--- src/rtl/i2s_dac_tx_pkg.sv ---
// Shared I2S timing definitions: divider bit positions, slot geometry and slot classification.
// The upstream I2S receiver imports the same package so both ends agree on frame layout.
package i2s_dac_tx_pkg;

  localparam int CNT_W    = 10;
  localparam int MCLK_BIT = 1;
  localparam int SCLK_BIT = 3;
  localparam int LRCK_BIT = 9;
  localparam int SLOT_LSB = 4;
  localparam int SLOTS    = 32;
  localparam int SLOT_W   = $clog2(SLOTS);

  localparam logic [CNT_W-1:0] CNT_LAST  = '1;
  localparam logic [CNT_W-1:0] HALF_LAST = CNT_LAST >> 1;

  typedef enum logic [1:0] {
    SLOT_DELAY,
    SLOT_DATA,
    SLOT_PAD
  } slot_kind_e;

  // Slot 0 is the I2S one-bit delay, slots 1..dw carry data MSB first, the rest are padding.
  function automatic slot_kind_e slot_kind(input logic [SLOT_W-1:0] slot, input int dw);
    slot_kind_e kind;
    if (slot == '0)
      kind = SLOT_DELAY;
    else if (int'(slot) <= dw)
      kind = SLOT_DATA;
    else
      kind = SLOT_PAD;
    return kind;
  endfunction

endpackage

--- src/rtl/i2s_dac_tx_clkgen.sv ---
// Free-running frame counter producing MCLK/SCLK/LRCK as plain register bits,
// plus the load and bit-tick strobes that pace the serializer in the top level.
module i2s_dac_tx_clkgen
  import i2s_dac_tx_pkg::*;
(
  input  logic              clk,
  input  logic              rst,
  output logic              mclk,
  output logic              sclk,
  output logic              lrck,
  output logic              frame_strobe,
  output logic              load_left,
  output logic              load_right,
  output logic              bit_tick,
  output logic [SLOT_W-1:0] slot_next
);

  logic [CNT_W-1:0] cnt;

  always_ff @(posedge clk) begin
    if (!rst)
      cnt <= '0;
    else
      cnt <= cnt + 1'b1;
  end

  // Registered one cycle early so the strobe is high exactly while the counter sits at its last value.
  always_ff @(posedge clk) begin
    if (!rst)
      frame_strobe <= 1'b0;
    else
      frame_strobe <= (cnt == CNT_LAST - 1'b1);
  end

  assign mclk = cnt[MCLK_BIT];
  assign sclk = cnt[SCLK_BIT];
  assign lrck = cnt[LRCK_BIT];

  // Strobes describe what happens at the coming edge: frame/half-frame start and SCLK falling edge.
  assign load_left  = (cnt == CNT_LAST);
  assign load_right = (cnt == HALF_LAST);
  assign bit_tick   = &cnt[SLOT_LSB-1:0];
  assign slot_next  = cnt[LRCK_BIT-1:SLOT_LSB] + 1'b1;

endmodule

--- src/rtl/i2s_dac_tx.sv ---
// I2S transmitter for the CS4344 DAC: buffers one mono sample from the FIR and plays it
// on both channels of the next frame, with sticky underrun/overrun reporting.
module i2s_dac_tx
  import i2s_dac_tx_pkg::*;
#(
  parameter int DW = 24
) (
  input  logic          clk,
  input  logic          rst,
  input  logic [DW-1:0] din,
  input  logic          din_valid,
  output logic          mclk,
  output logic          sclk,
  output logic          lrck,
  output logic          sdout,
  output logic          frame_strobe,
  output logic          underrun,
  output logic          overrun
);

  logic              load_left;
  logic              load_right;
  logic              bit_tick;
  logic [SLOT_W-1:0] slot_next;

  logic [DW-1:0] hold;
  logic          hold_full;
  logic [DW-1:0] frame;
  logic [DW-1:0] frame_next;
  logic [DW-1:0] sh;
  slot_kind_e    kind;

  i2s_dac_tx_clkgen u_clkgen (
    .clk          (clk),
    .rst          (rst),
    .mclk         (mclk),
    .sclk         (sclk),
    .lrck         (lrck),
    .frame_strobe (frame_strobe),
    .load_left    (load_left),
    .load_right   (load_right),
    .bit_tick     (bit_tick),
    .slot_next    (slot_next)
  );

  // A sample arriving in the load cycle bypasses the hold register; with nothing new the old frame repeats.
  always_comb begin
    frame_next = frame;
    if (din_valid)
      frame_next = din;
    else if (hold_full)
      frame_next = hold;
  end

  always_comb begin
    kind = slot_kind(slot_next, DW);
  end

  always_ff @(posedge clk) begin
    if (!rst) begin
      hold      <= '0;
      hold_full <= 1'b0;
      overrun   <= 1'b0;
    end else begin
      if (din_valid)
        hold <= din;
      if (load_left)
        hold_full <= 1'b0;
      else if (din_valid)
        hold_full <= 1'b1;
      if (din_valid && hold_full && !load_left)
        overrun <= 1'b1;
    end
  end

  always_ff @(posedge clk) begin
    if (!rst) begin
      frame    <= '0;
      underrun <= 1'b0;
    end else if (load_left) begin
      frame <= frame_next;
      if (!hold_full && !din_valid)
        underrun <= 1'b1;
    end
  end

  // Shift on SCLK falling edges inside the data slots; both channels reload from the same sample.
  always_ff @(posedge clk) begin
    if (!rst) begin
      sh    <= '0;
      sdout <= 1'b0;
    end else begin
      if (load_left)
        sh <= frame_next;
      else if (load_right)
        sh <= frame;
      else if (bit_tick && kind == SLOT_DATA)
        sh <= {sh[DW-2:0], 1'b0};
      if (bit_tick) begin
        if (kind == SLOT_DATA)
          sdout <= sh[DW-1];
        else
          sdout <= 1'b0;
      end
    end
  end

endmodule

--- config.mk ---
export PLATFORM = sky130hd
export DESIGN_NAME = i2s_dac_tx
export DESIGN_NICKNAME = d
export VERILOG_FILES = /design/src/rtl/i2s_dac_tx_pkg.sv /design/src/rtl/i2s_dac_tx_clkgen.sv /design/src/rtl/i2s_dac_tx.sv
export SDC_FILE = /design/constraint.sdc
export NUM_CORES = 1
export LEC_CHECK = 0
export BUFFER_PORTS_ARGS = -buffer_cell sky130_fd_sc_hd__buf_2
export CAP_MARGIN = 20
export CORE_MARGIN = 1
export CORE_UTILIZATION = 40
export CTS_BUF_LIST = sky130_fd_sc_hd__clkbuf_2
export DETAILED_ROUTE_END_ITERATION = 7
export SLEW_MARGIN = 15
export SYNTH_ARGS = -nofsm -noshare
export SYNTH_HDL_FRONTEND = slang
export SYNTH_HIERARCHICAL = 1
export SYNTH_SLANG_ARGS = --single-unit
--- constraint.sdc ---
create_clock -name clk -period 3.3 [get_ports clk]
set_clock_uncertainty 0.2 [all_clocks]
set_input_delay 0.33 -clock clk [delete_from_list [all_inputs] [get_ports clk]]
set_output_delay 0.33 -clock clk [all_outputs]
set_load 0.05 [all_outputs]
-- Yosys cells after proc, flatten, opt, wreduce, memory -nomap -nowiden
Index checks and enable logic that the tools add are counted.
- logic and storage cells: 37
- register bits after elaboration: 87
- input port bits: 27
- output and inout port bits: 7
- $lt $le $gt $ge: 1
- reductions and logical operators: 12
- bitwise logic cells: 1
- add/sub/neg operators: 2
- mux-type cells: 8
- equal/unequal tests: 4
- operators by type and width (operator ; count):
    $mux 24 ; 5
    $eq 10x10->1 const B ; 2
    $add 10x1->10 const B ; 1
    $eq 10x9->1 const B ; 1
    $add 5x1->5 const B ; 1
    $le 5x5->1 const B ; 1
    $logic_not 5->1 ; 1
    $logic_and 1x1->1 ; 4
    $mux 2 ; 2
    $reduce_and 4->1 ; 1
    $logic_not 1->1 ; 3
    $reduce_bool 3->1 ; 1
    $eq 2x1->1 const B ; 1
    $reduce_and 2->1 ; 1
    $reduce_or 2->1 ; 1
    $mux 1 ; 1
    $not 1->1 ; 1

-- Logic depth before layout (Yosys ltp)
Gate-level depths: netlist of run 1.
- depth in word-level cells: 9
- depth in mapped cells: 10
- mapped depth without buffers: 8

-- By module
Netlist of run 1, hierarchy kept.
- modules (own cells, without submodules) (module ; area each (um^2) ; cells each ; sequential area each (um^2) ; instances):
    i2s_dac_tx ; 3749.8 ; 423 ; 1521.5 ; 1
    i2s_dac_tx_clkgen ; 503.0 ; 56 ; 220.2 ; 1

-- Least setup slack after synthesis of run 1
No wires, ideal clock.
- path type: flip-flop to flip-flop
- start: register u_clkgen.cnt[1]
- end: register sh[16]
- clock period less this slack: 2.889 ns
- path buffers: 3
- required time: 3.014 ns
- setup slack: 0.411 ns
- setup time: 0.086 ns
- stages on the path, launching flop included: 11
- arrival time: 2.603 ns
- cell sequence: dfxtp_1 -> ha_1 -> nand3_1 -> nor4b_1 -> clkbuf_1 -> inv_1 -> o2111ai_2 -> buf_4 -> buf_4 -> nor3_1 -> a211oi_1
- word-level cells in the longest chain between the ends: 3
- elaborated cells between the ends (all ways): 7
- those cells by class: eq/ne (2); mux (2); reduce/logical (3)
- ends and longest elaborated chain (what ; line ; text):
    start, declared ; i2s_dac_tx_clkgen.sv:18 ; logic [CNT_W-1:0] cnt;
    start signal, assigned ; i2s_dac_tx_clkgen.sv:24 ; cnt <= cnt + 1'b1;
    $eq 10x9->1 (*) ; i2s_dac_tx_clkgen.sv:41 ; assign load_right = (cnt == HALF_LAST);
    net load_right ; i2s_dac_tx.sv:22 ; logic load_right;
    $mux 24 ; i2s_dac_tx.sv:95 ; else if (load_right)
    $mux 24 ; i2s_dac_tx.sv:93 ; if (load_left)
    end signal, assigned ; i2s_dac_tx.sv:94 ; sh <= frame_next;
    end signal, assigned ; i2s_dac_tx.sv:96 ; sh <= frame;
    end signal, assigned ; i2s_dac_tx.sv:98 ; sh <= {sh[DW-2:0], 1'b0};
    end, declared ; i2s_dac_tx.sv:30 ; logic [DW-1:0] sh;
Mark *: on every way through the listed nets, which the timed path passes. The rest lies on a longest branch.
A chain may end at the register's enable or synchronous reset.

-- Final worst setup path of run 1
- start: register u_clkgen.cnt[5]
- end: register sh[16]
- word-level cells in the longest chain between the ends: 7
- elaborated cells between the ends (all ways): 12
- those cells by class: add/sub (1); order compare (1); eq/ne (3); mux (4); reduce/logical (3)
- ends and longest elaborated chain (what ; line ; text):
    $add 5x1->5 (*) ; i2s_dac_tx_clkgen.sv:43 ; assign slot_next = cnt[LRCK_BIT-1:SLOT_LSB] + 1'b1;
    net slot_next[4] ; i2s_dac_tx.sv:24 ; logic [SLOT_W-1:0] slot_next;
    $le 5x5->1 ; i2s_dac_tx_pkg.sv:27 ; else if (int'(slot) <= dw)
    $mux 2 ; i2s_dac_tx_pkg.sv:27 ;
    $mux 2 (*) ; i2s_dac_tx_pkg.sv:25 ; if (slot == '0)
    $eq 2x1->1 (*) ; i2s_dac_tx.sv:97 ; else if (bit_tick && kind == SLOT_DATA)
    $logic_and 1x1->1 (*) ; i2s_dac_tx.sv:97 ;
    $reduce_bool 3->1 (no line) (*) ; n/a ;
Marks and branches as above.

==> impl_metrics.csv, run 1 <==
group,metric,value,unit
placement,port_buffers,33,
timing,worst_slack,380,ps
die,initial_core_util,41.2,%
die,die_h,105,um
placement,pre_cts_ws,418,ps
power,peakVddDrop,0.159,mV
clock_network,post_cts.repair.setup_buffers,0,
global_routing,grtUsageTotal,16.8,%
die,core_area,10300,sq um
setup_path,cp.required,3500,ps
setup_path,critPathMaxFanout,15,
power,p_per_area,367,nW/um^2
setup_path,r2r_cells,7,
global_routing,grt_pass1_vias,3290,
clock_network,ctsResizeCount,0,
yosys,synth-seq-cells,87,
timing,finalCriticalPeriod,2920,ps
timing,drv_slew,0,
final_layout,synthToLayoutAreaGrowth,14.7,%
setup_path,critPathBufInv,0,
setup_path,path_depth,7,
timing,post-route-period-util,88.5,%
setup_path,slowest_stage,"nor3_2",
setup_path,rr_startpoint,"u_clkgen/cnt[5]",
power,finalPower,1.79,mW
min_path,min_from,"rst",
setup_path,crit_family,"simple AND/OR/NAND/NOR gates",
yosys,syn-mean-instance-area,8.88,sq um
die,num_rows,37,
placement,dp_cells,625,
final_layout,num_antenna_cells,0,
clock_network,cts_buffers,9,
setup_path,crit_start,"u_clkgen/cnt[5]",
run_status,outcome,"completed",
yosys,yosysTopAreaCell,"dfxtp_1",
min_path,hold_depth,2,
final_layout,regArea,1740,sq um
setup_path,startpoint_type,"register",
yosys,syn_inst,479,
yosys,mappedNetlistNets,509,
min_path,hp-class,"primary input to register",
setup_path,arrival,3120,ps
final_layout,multi_input_area,2240,sq um
power,p_leak,1.83,nW
clock_network,cts_max_path_buffers,2,
timing,fin_hold_ws,78.8,ps
yosys,synthFlopType,"dfxtp_1",
die,pin_count,34,
global_routing,antenna_found_initial,0,
global_routing,overflow,0,
global_routing,grt_start_max_net_pins,39,
timing,hold_viol_final,0,
clock_network,root_buffer,"clkbuf_2",
final_layout,nets,554,
setup_path,critPathMaxStageDelay,720,ps
placement,gp_congestion,0.801,
yosys,synth.area.top_cells,"dfxtp_1, mux2i_1, nor2b_1, a211oi_1, o21ai_0",
setup_path,setup.worst_path.class,"register to register",
routing,drtIter0Drc,134,
routing,dr.pass1.iters,5,
yosys,yosysSeqAreaShare,41.0,%
yosys,synthesis.area,4250,sq um
yosys,async_flop_share,0,%
timing,slew_headroom,36.7,%
final_layout,n_fill_cell,1002,
setup_path,rrSetupSlack,380,ps
setup_path,r2r-end,"sh[16]",
routing,drt_wl_total,8.70,mm
yosys,synth.distinct_cells,44,
clock_network,cts_tree,"done",
timing,rsz0062_at_grt,"false",
setup_path,worstSetupEndpointType,"register",
routing,final_antenna_net_count,0,
routing,viasPerCell,5.13,
timing,worst_pin_slew,944,ps
placement,post-dp-hpwl,5.70,mm
routing,drt-wirelength-per-cell,13.1,um
final_layout,drive_gt1_share,13.2,%
setup_path,crit_path_cell_trace,"ha_1 -> nand3_1 -> xnor2_1 -> o311ai_1 -> o211a_1 -> nor3_2 -> a211oi_1",
timing,tns,0,ps
yosys,synth_most_common_cell,"dfxtp_1",
global_routing,grt_pass1_wl,15.1,mm
timing,fmax,0.342,GHz
final_layout,design_area,4880,sq um
routing,vias,3411,
yosys,ys_warn_count,6,
final_layout,postLayoutCoreUtil,47.2,%
routing,drcViolationCount,0,
yosys,synth-edff-count,0,
clock_network,h-tree-depth,3,
clock_network,clock-sinks,87,
final_layout,instances_no_fill,665,
setup_path,crit_path_end,"sh[16]",
yosys,synth_top_cell_area_share,41.0,%
die,die_w,105,um
die,die_area,11000,sq um
placement,dpl_cell_area,4530,sq um
timing,setup_viol,0,
clock_network,clkTransAtPathRegs,230,ps
clock_network,cts_hold_buf,24,
clock_network,clk_latency,530,ps
yosys,yosys-top-cells-count,"dfxtp_1, nor2b_1, mux2i_1",
run,maxCapViolations,0,
## placed cells by master, fill, tap and decap left out, drive strengths merged, types with 3 or more instances in the layout
cell	n
ha	3
o21a	15
nand4	3
xor2	3
buf	42
mux2i	40
o211ai	10
mux2	8
nand2	19
or3b	8
nand3	5
a21oi	22
inv	36
o2111a	8
nor2	26
xnor2	4
or3	4
dlygate4sd3	24
clkbuf	9
nand2b	9
nor2b	41
dfxtp	87
o21ai	28
clkinv	5
nor3	16
a21boi	9
a211oi	30
## per-layer routing
metal  vias up  share of wire [%]  GRT usage, %
met5         -                  0             0
met4         0                1.1          5.73
met3         9                2.2          2.25
met2        34                 49          29.6
met1      1595                 48          20.9
li1       1773                  -             -
## worst min-delay path by stage
stage                     end  slack [ps]
floorplan              sh[23]         230
global placement       sh[18]         240
detailed placement     sh[12]         250
CTS                 frame[10]          50
global route        frame[10]          60
finish              frame[10]          80
## power breakdown
part	internal [mW]	switching, mW	total, mW
registers	1.08	0.0159	1.09
logic	0.0829	0.0813	0.164
clock network	0.168	0.367	0.535
## state kept, by name, indices dropped and copies added, names as in the netlist
register and flops:
frame 24, hold 24, hold_full 1, overrun 1, sdout 1, sh 24, u_clkgen/cnt 10, u_clkgen/frame_strobe 1
underrun 1
## layout make-up
cell class / count / area share [%]
clock inverter: 7 / 1.31
clock buffer: 9 / 0.924
multi-input combinational: 323 / 46.0
inverter: 37 / 2.85
timing repair buffer: 66 / 9.70
tap: 136 / 3.49
sequential: 87 / 35.7
## cell families (layout without fill, tap and decap cells)
group	after synthesis	in the layout	share of synthesized area, %
multiplexers	48	48	11.5
buffers and inverters	69	119	6.62
AND/OR/NAND/NOR	136	136	17.7
adder cells (fa/ha/maj)	3	3	0.883
flip-flops	87	87	41.0
XOR/XNOR	7	7	1.44
AO/OA/AOI/OAI	129	129	20.8
(Power assumes the default switching activity.)
==> run 2, diff against run 1 <==
Settings changed: CORE_UTILIZATION 40 to 55, PLACE_DENSITY set to 0.74.
==> run 2 against run 1 <==
Effect of this change:
- maximum frequency is 6.0% lower
- final area hardly changed
- global-route usage is 6.4 points higher
- die area is 27% lower
- non-clock buffer count is 1 lower
- highest routed layer unchanged
- sequential share of layout area hardly changed
- hold slack worse by 31 ps
==> impl_metrics.csv, run 2 (synthesized netlist as in run 1, its figures left out) <==
group,metric,value,unit
clock_network,clkTransAtPathRegs,240,ps
timing,setup_viol,0,
timing,hold_viol_final,0,
global_routing,antenna_found_initial,0,
global_routing,grt_start_max_net_pins,60,
setup_path,cp.required,3470,ps
routing,vias,3518,
die,die_area,8090,sq um
clock_network,cts_buffers,9,
timing,rsz0062_at_grt,"false",
setup_path,setup.worst_path.class,"register to register",
routing,drcViolationCount,0,
final_layout,instances_no_fill,627,
final_layout,drive_gt1_share,13.1,%
die,core_area,7370,sq um
final_layout,layout_commonest_cell,"dfxtp_1",
min_path,min_from,"rst",
die,die_w,89.9,um
power,p_leak,1.86,nW
global_routing,grtUsageTotal,23.2,%
routing,dr_wl_met2,4.35,mm
clock_network,cts_max_path_buffers,2,
setup_path,rr_startpoint,"u_clkgen/cnt[4]",
placement,dp_cells,587,
clock_network,clk_latency,530,ps
clock_network,clock-sinks,87,
power,p_per_area,399,nW/um^2
routing,final_antenna_net_count,0,
min_path,holdPathEnd,"sh[3]",
setup_path,arrival,3280,ps
clock_network,h-tree-depth,3,
global_routing,grt_pass1_vias,3344,
die,pin_count,34,
setup_path,worstSetupEndpointType,"register",
final_layout,design_area,4870,sq um
final_layout,num_antenna_cells,0,
die,num_rows,31,
routing,drt-wirelength-per-cell,14.2,um
final_layout,postLayoutCoreUtil,66.1,%
routing,drtIter0Drc,159,
run,maxCapViolations,0,
clock_network,ctsResizeCount,0,
setup_path,rrSetupSlack,190,ps
placement,gp_congestion,0.834,
final_layout,nets,553,
routing,met3_length,246,um
final_layout,largestRegisters,"frame (24), hold (24), sh (24)",
final_layout,mostFrequentLayoutCells,"dfxtp_1, nor2b_1, mux2i_1",
min_path,hp-class,"primary input to register",
placement,dpl_cell_area,4480,sq um
die,initial_core_util,57.7,%
timing,post-route-period-util,94.1,%
min_path,hold_depth,2,
die,die_h,89.9,um
clock_network,cts_tree,"done",
timing,finalCriticalPeriod,3110,ps
power,finalPower,1.94,mW
routing,dr.pass1.iters,4,
routing,highest_layer,"met4",
routing,drt_wl_total,8.92,mm
timing,worst_pin_slew,962,ps
final_layout,synthToLayoutAreaGrowth,14.6,%
timing,drv_slew,0,
timing,fin_hold_ws,48.0,ps
timing,fmax,0.322,GHz
placement,post-dp-hpwl,5.46,mm
global_routing,overflow,0,
setup_path,critPathMaxFanout,15,
routing,wl_met1,4.19,mm
timing,slew_headroom,35.5,%
placement,pre_cts_ws,364,ps
clock_network,root_buffer,"clkbuf_2",
power,peakVddDrop,0.244,mV
setup_path,r2r_cells,7,
routing,viasPerCell,5.61,
timing,tns,0,ps
global_routing,grt_pass1_wl,15.3,mm
timing,worst_slack,194,ps
run_status,outcome,"completed",
setup_path,r2r-end,"sh[14]",
setup_path,startpoint_type,"register",
placement,port_buffers,33,
-- run 2: cell count changes in the layout (fill, tap and decap cells not counted), sizes merged --
cell,change
clkbuf,+3
clkinv,-3
bufinv,+2
clkinvlp,-2
buf,-1
-- run 2: power by group --
group	switching [mW]	internal (mW)
Clock	0.351	0.334
Sequential	0.0150	1.08
Combinational	0.0849	0.0843
-- run 2: layer usage --
layer / track usage [%] / vias to the layer above
met5: 0 / -
met2: 39.8 / 57
met1: 29.5 / 1676
met4: 9.01 / 0
li1: - / 1774
met3: 3.13 / 11
-- run 2: how the worst max path moves through the flow --
stage / from / endpoint / slack, ps
final: u_clkgen/cnt[4] / sh[14] / 190
after global routing: u_clkgen/cnt[4] / sh[9] / 40
after CTS: u_clkgen/cnt[5] / sh[10] / 260
after detailed placement: u_clkgen/cnt[5] / sh[9] / 360
after global placement: u_clkgen/cnt[5] / sh[23] / 570
after floorplan: u_clkgen/cnt[1] / sh[16] / 410
-- run 2: repair_timing --
action | in CTS | in global routing
endpoints found under the hold margin | 26 | 0
hold buffers | 24 | 0
setup buffers | 0 | 0
-- run 2: final cells by class --
| cell class | count | area [sq um] |
|---|---|---|
| inverters | 37 | 139 |
| multi-input cells | 323 | 2240 |
| flip-flops and latches | 87 | 1740 |
| fillers | 641 | 2490 |
| clock inverters | 4 | 93.8 |
| clock buffers | 12 | 60.1 |
| well taps | 99 | 124 |
| repair buffers | 65 | 478 |
-- run 2: worst max-delay path, stage by stage (launching register included) --
cell and delay [ps]:
dfxtp_1 430, ha_1 250, nand3_1 190, xnor2_1 450
o311ai_1 290, o211a_1 230, nor3_2 730, a211oi_1 180
==> run 3, diff against run 2 <==
Settings changed: CTS_CLUSTER_DIAMETER set to 60, GPL_TIMING_DRIVEN set to 0, REMOVE_ABC_BUFFERS set to 1.
==> run 3 against run 2 <==
Effect of this change:
- flip-flop and latch count unchanged
- final area up 1.4%
- maximum frequency up 0.27%
- sequential share of layout area shrank 0.46 points
- hold slack better by 120 ps
- largest cell class unchanged
- largest power group unchanged
==> impl_metrics.csv, run 3 (synthesized netlist as in run 1, its figures left out) <==
group,metric,value,unit
routing,drt-wirelength-per-cell,14.1,um
setup_path,critPathMaxFanout,15,
power,p_per_area,361,nW/um^2
min_path,hp-class,"primary input to register",
global_routing,antenna_found_initial,0,
placement,post-dp-hpwl,5.60,mm
run,maxCapViolations,0,
final_layout,n_fill_cell,629,
routing,drcViolationCount,0,
setup_path,r2r_cells,7,
setup_path,rr_startpoint,"u_clkgen/cnt[4]",
power,peakVddDrop,0.202,mV
routing,vias,3493,
routing,viasPerCell,5.54,
timing,fin_hold_ws,166,ps
global_routing,grt_start_max_net_pins,37,
die,die_area,8090,sq um
min_path,holdPathEnd,"hold[5]",
final_layout,largestRegisters,"frame (24), hold (24), sh (24)",
setup_path,rrSetupSlack,200,ps
clock_network,cts_buffers,9,
placement,dp_cells,586,
die,core_area,7370,sq um
setup_path,startpoint_type,"register",
routing,drtIter0Drc,172,
global_routing,grt_pass1_vias,3413,
timing,tns,0,ps
timing,drv_slew,0,
routing,final_antenna_net_count,0,
clock_network,cts_max_path_buffers,2,
global_routing,overflow,0,
die,num_rows,31,
final_layout,nets,557,
final_layout,synthToLayoutAreaGrowth,16.2,%
timing,finalCriticalPeriod,3100,ps
setup_path,arrival,3290,ps
routing,drt_wl_total,8.89,mm
placement,port_buffers,33,
final_layout,instances_no_fill,631,
die,die_w,89.9,um
setup_path,setup.worst_path.class,"register to register",
final_layout,design_area,4940,sq um
final_layout,mostFrequentLayoutCells,"dfxtp_1, nor2b_1, mux2i_1",
setup_path,r2r-end,"sh[16]",
die,die_h,89.9,um
clock_network,ctsResizeCount,0,
final_layout,layout_commonest_cell,"dfxtp_1",
min_path,hold_depth,3,
clock_network,cts_tree,"done",
setup_path,worstSetupEndpointType,"register",
placement,pre_cts_ws,231,ps
die,pin_count,34,
setup_path,cp.required,3490,ps
global_routing,grtUsageTotal,23.2,%
final_layout,drive_gt1_share,13.3,%
min_path,min_from,"din_valid",
timing,worst_pin_slew,1040,ps
routing,dr.pass1.iters,4,
global_routing,grt_pass1_wl,15.2,mm
run_status,outcome,"completed",
power,p_leak,1.88,nW
clock_network,clock-sinks,87,
power,finalPower,1.78,mW
final_layout,num_antenna_cells,0,
timing,worst_slack,203,ps
die,initial_core_util,57.7,%
clock_network,clkTransAtPathRegs,220,ps
timing,hold_viol_final,0,
timing,slew_headroom,30.2,%
placement,dpl_cell_area,4550,sq um
clock_network,root_buffer,"clkbuf_2",
timing,fmax,0.323,GHz
clock_network,clk_latency,530,ps
timing,post-route-period-util,93.9,%
clock_network,h-tree-depth,3,
placement,gp_congestion,0.778,
timing,setup_viol,0,
final_layout,postLayoutCoreUtil,67.1,%
timing,rsz0062_at_grt,"false",
## run 3: routing by layer
| metal | GRT usage (%) | routed length (um) | share of wire, % |
|---|---|---|---|
| met1 | 27.4 | 4170 | 47 |
| met2 | 42.0 | 4320 | 49 |
| met3 | 4.82 | 282 | 3.2 |
| met4 | 6.99 | 112 | 1.3 |
| met5 | 0 | 0 | 0 |
## run 3: cell type report
| type | count | area, sq um | area share (%) |
|---|---|---|---|
| Multi-Input combinational cell | 324 | 2250 | 45.5 |
| Sequential cell | 87 | 1740 | 35.3 |
| Timing Repair Buffer | 68 | 586 | 11.8 |
| Inverter | 37 | 139 | 2.81 |
| Tap cell | 99 | 124 | 2.51 |
| Clock inverter | 6 | 51.3 | 1.04 |
| Clock buffer | 10 | 50.0 | 1.01 |
## run 3: where the power goes
part	internal (mW)	switching (mW)	total (mW)
logic	0.0930	0.0825	0.175
registers	1.08	0.0187	1.09
clock network	0.169	0.345	0.514
total	1.34	0.446	1.78
## run 3: worst max-delay path by stage
stage | startpoint | end | slack, ps
final | u_clkgen/cnt[4] | sh[16] | 200
after global routing | u_clkgen/cnt[5] | sh[9] | 4
after CTS | u_clkgen/cnt[1] | sh[12] | 190
after detailed placement | u_clkgen/cnt[5] | sh[18] | 230
after global placement | u_clkgen/cnt[0] | sh[9] | -2560
after floorplan | u_clkgen/cnt[1] | sh[22] | -920
## run 3: critical path, stage by stage, from the launching register on
cell and delay (ps):
dfxtp_1 430, ha_1 240, nand3_1 180, xnor2_1 420, o311ai_1 280, o211a_1 230, nor3_2 790, a211oi_1 200
## run 3: timing repair
action,4_1_cts,5_1_grt
endpoints found under the setup margin,0,10
buffers inserted,0,2
hold buffers,25,0
endpoints found under the hold margin,33,0
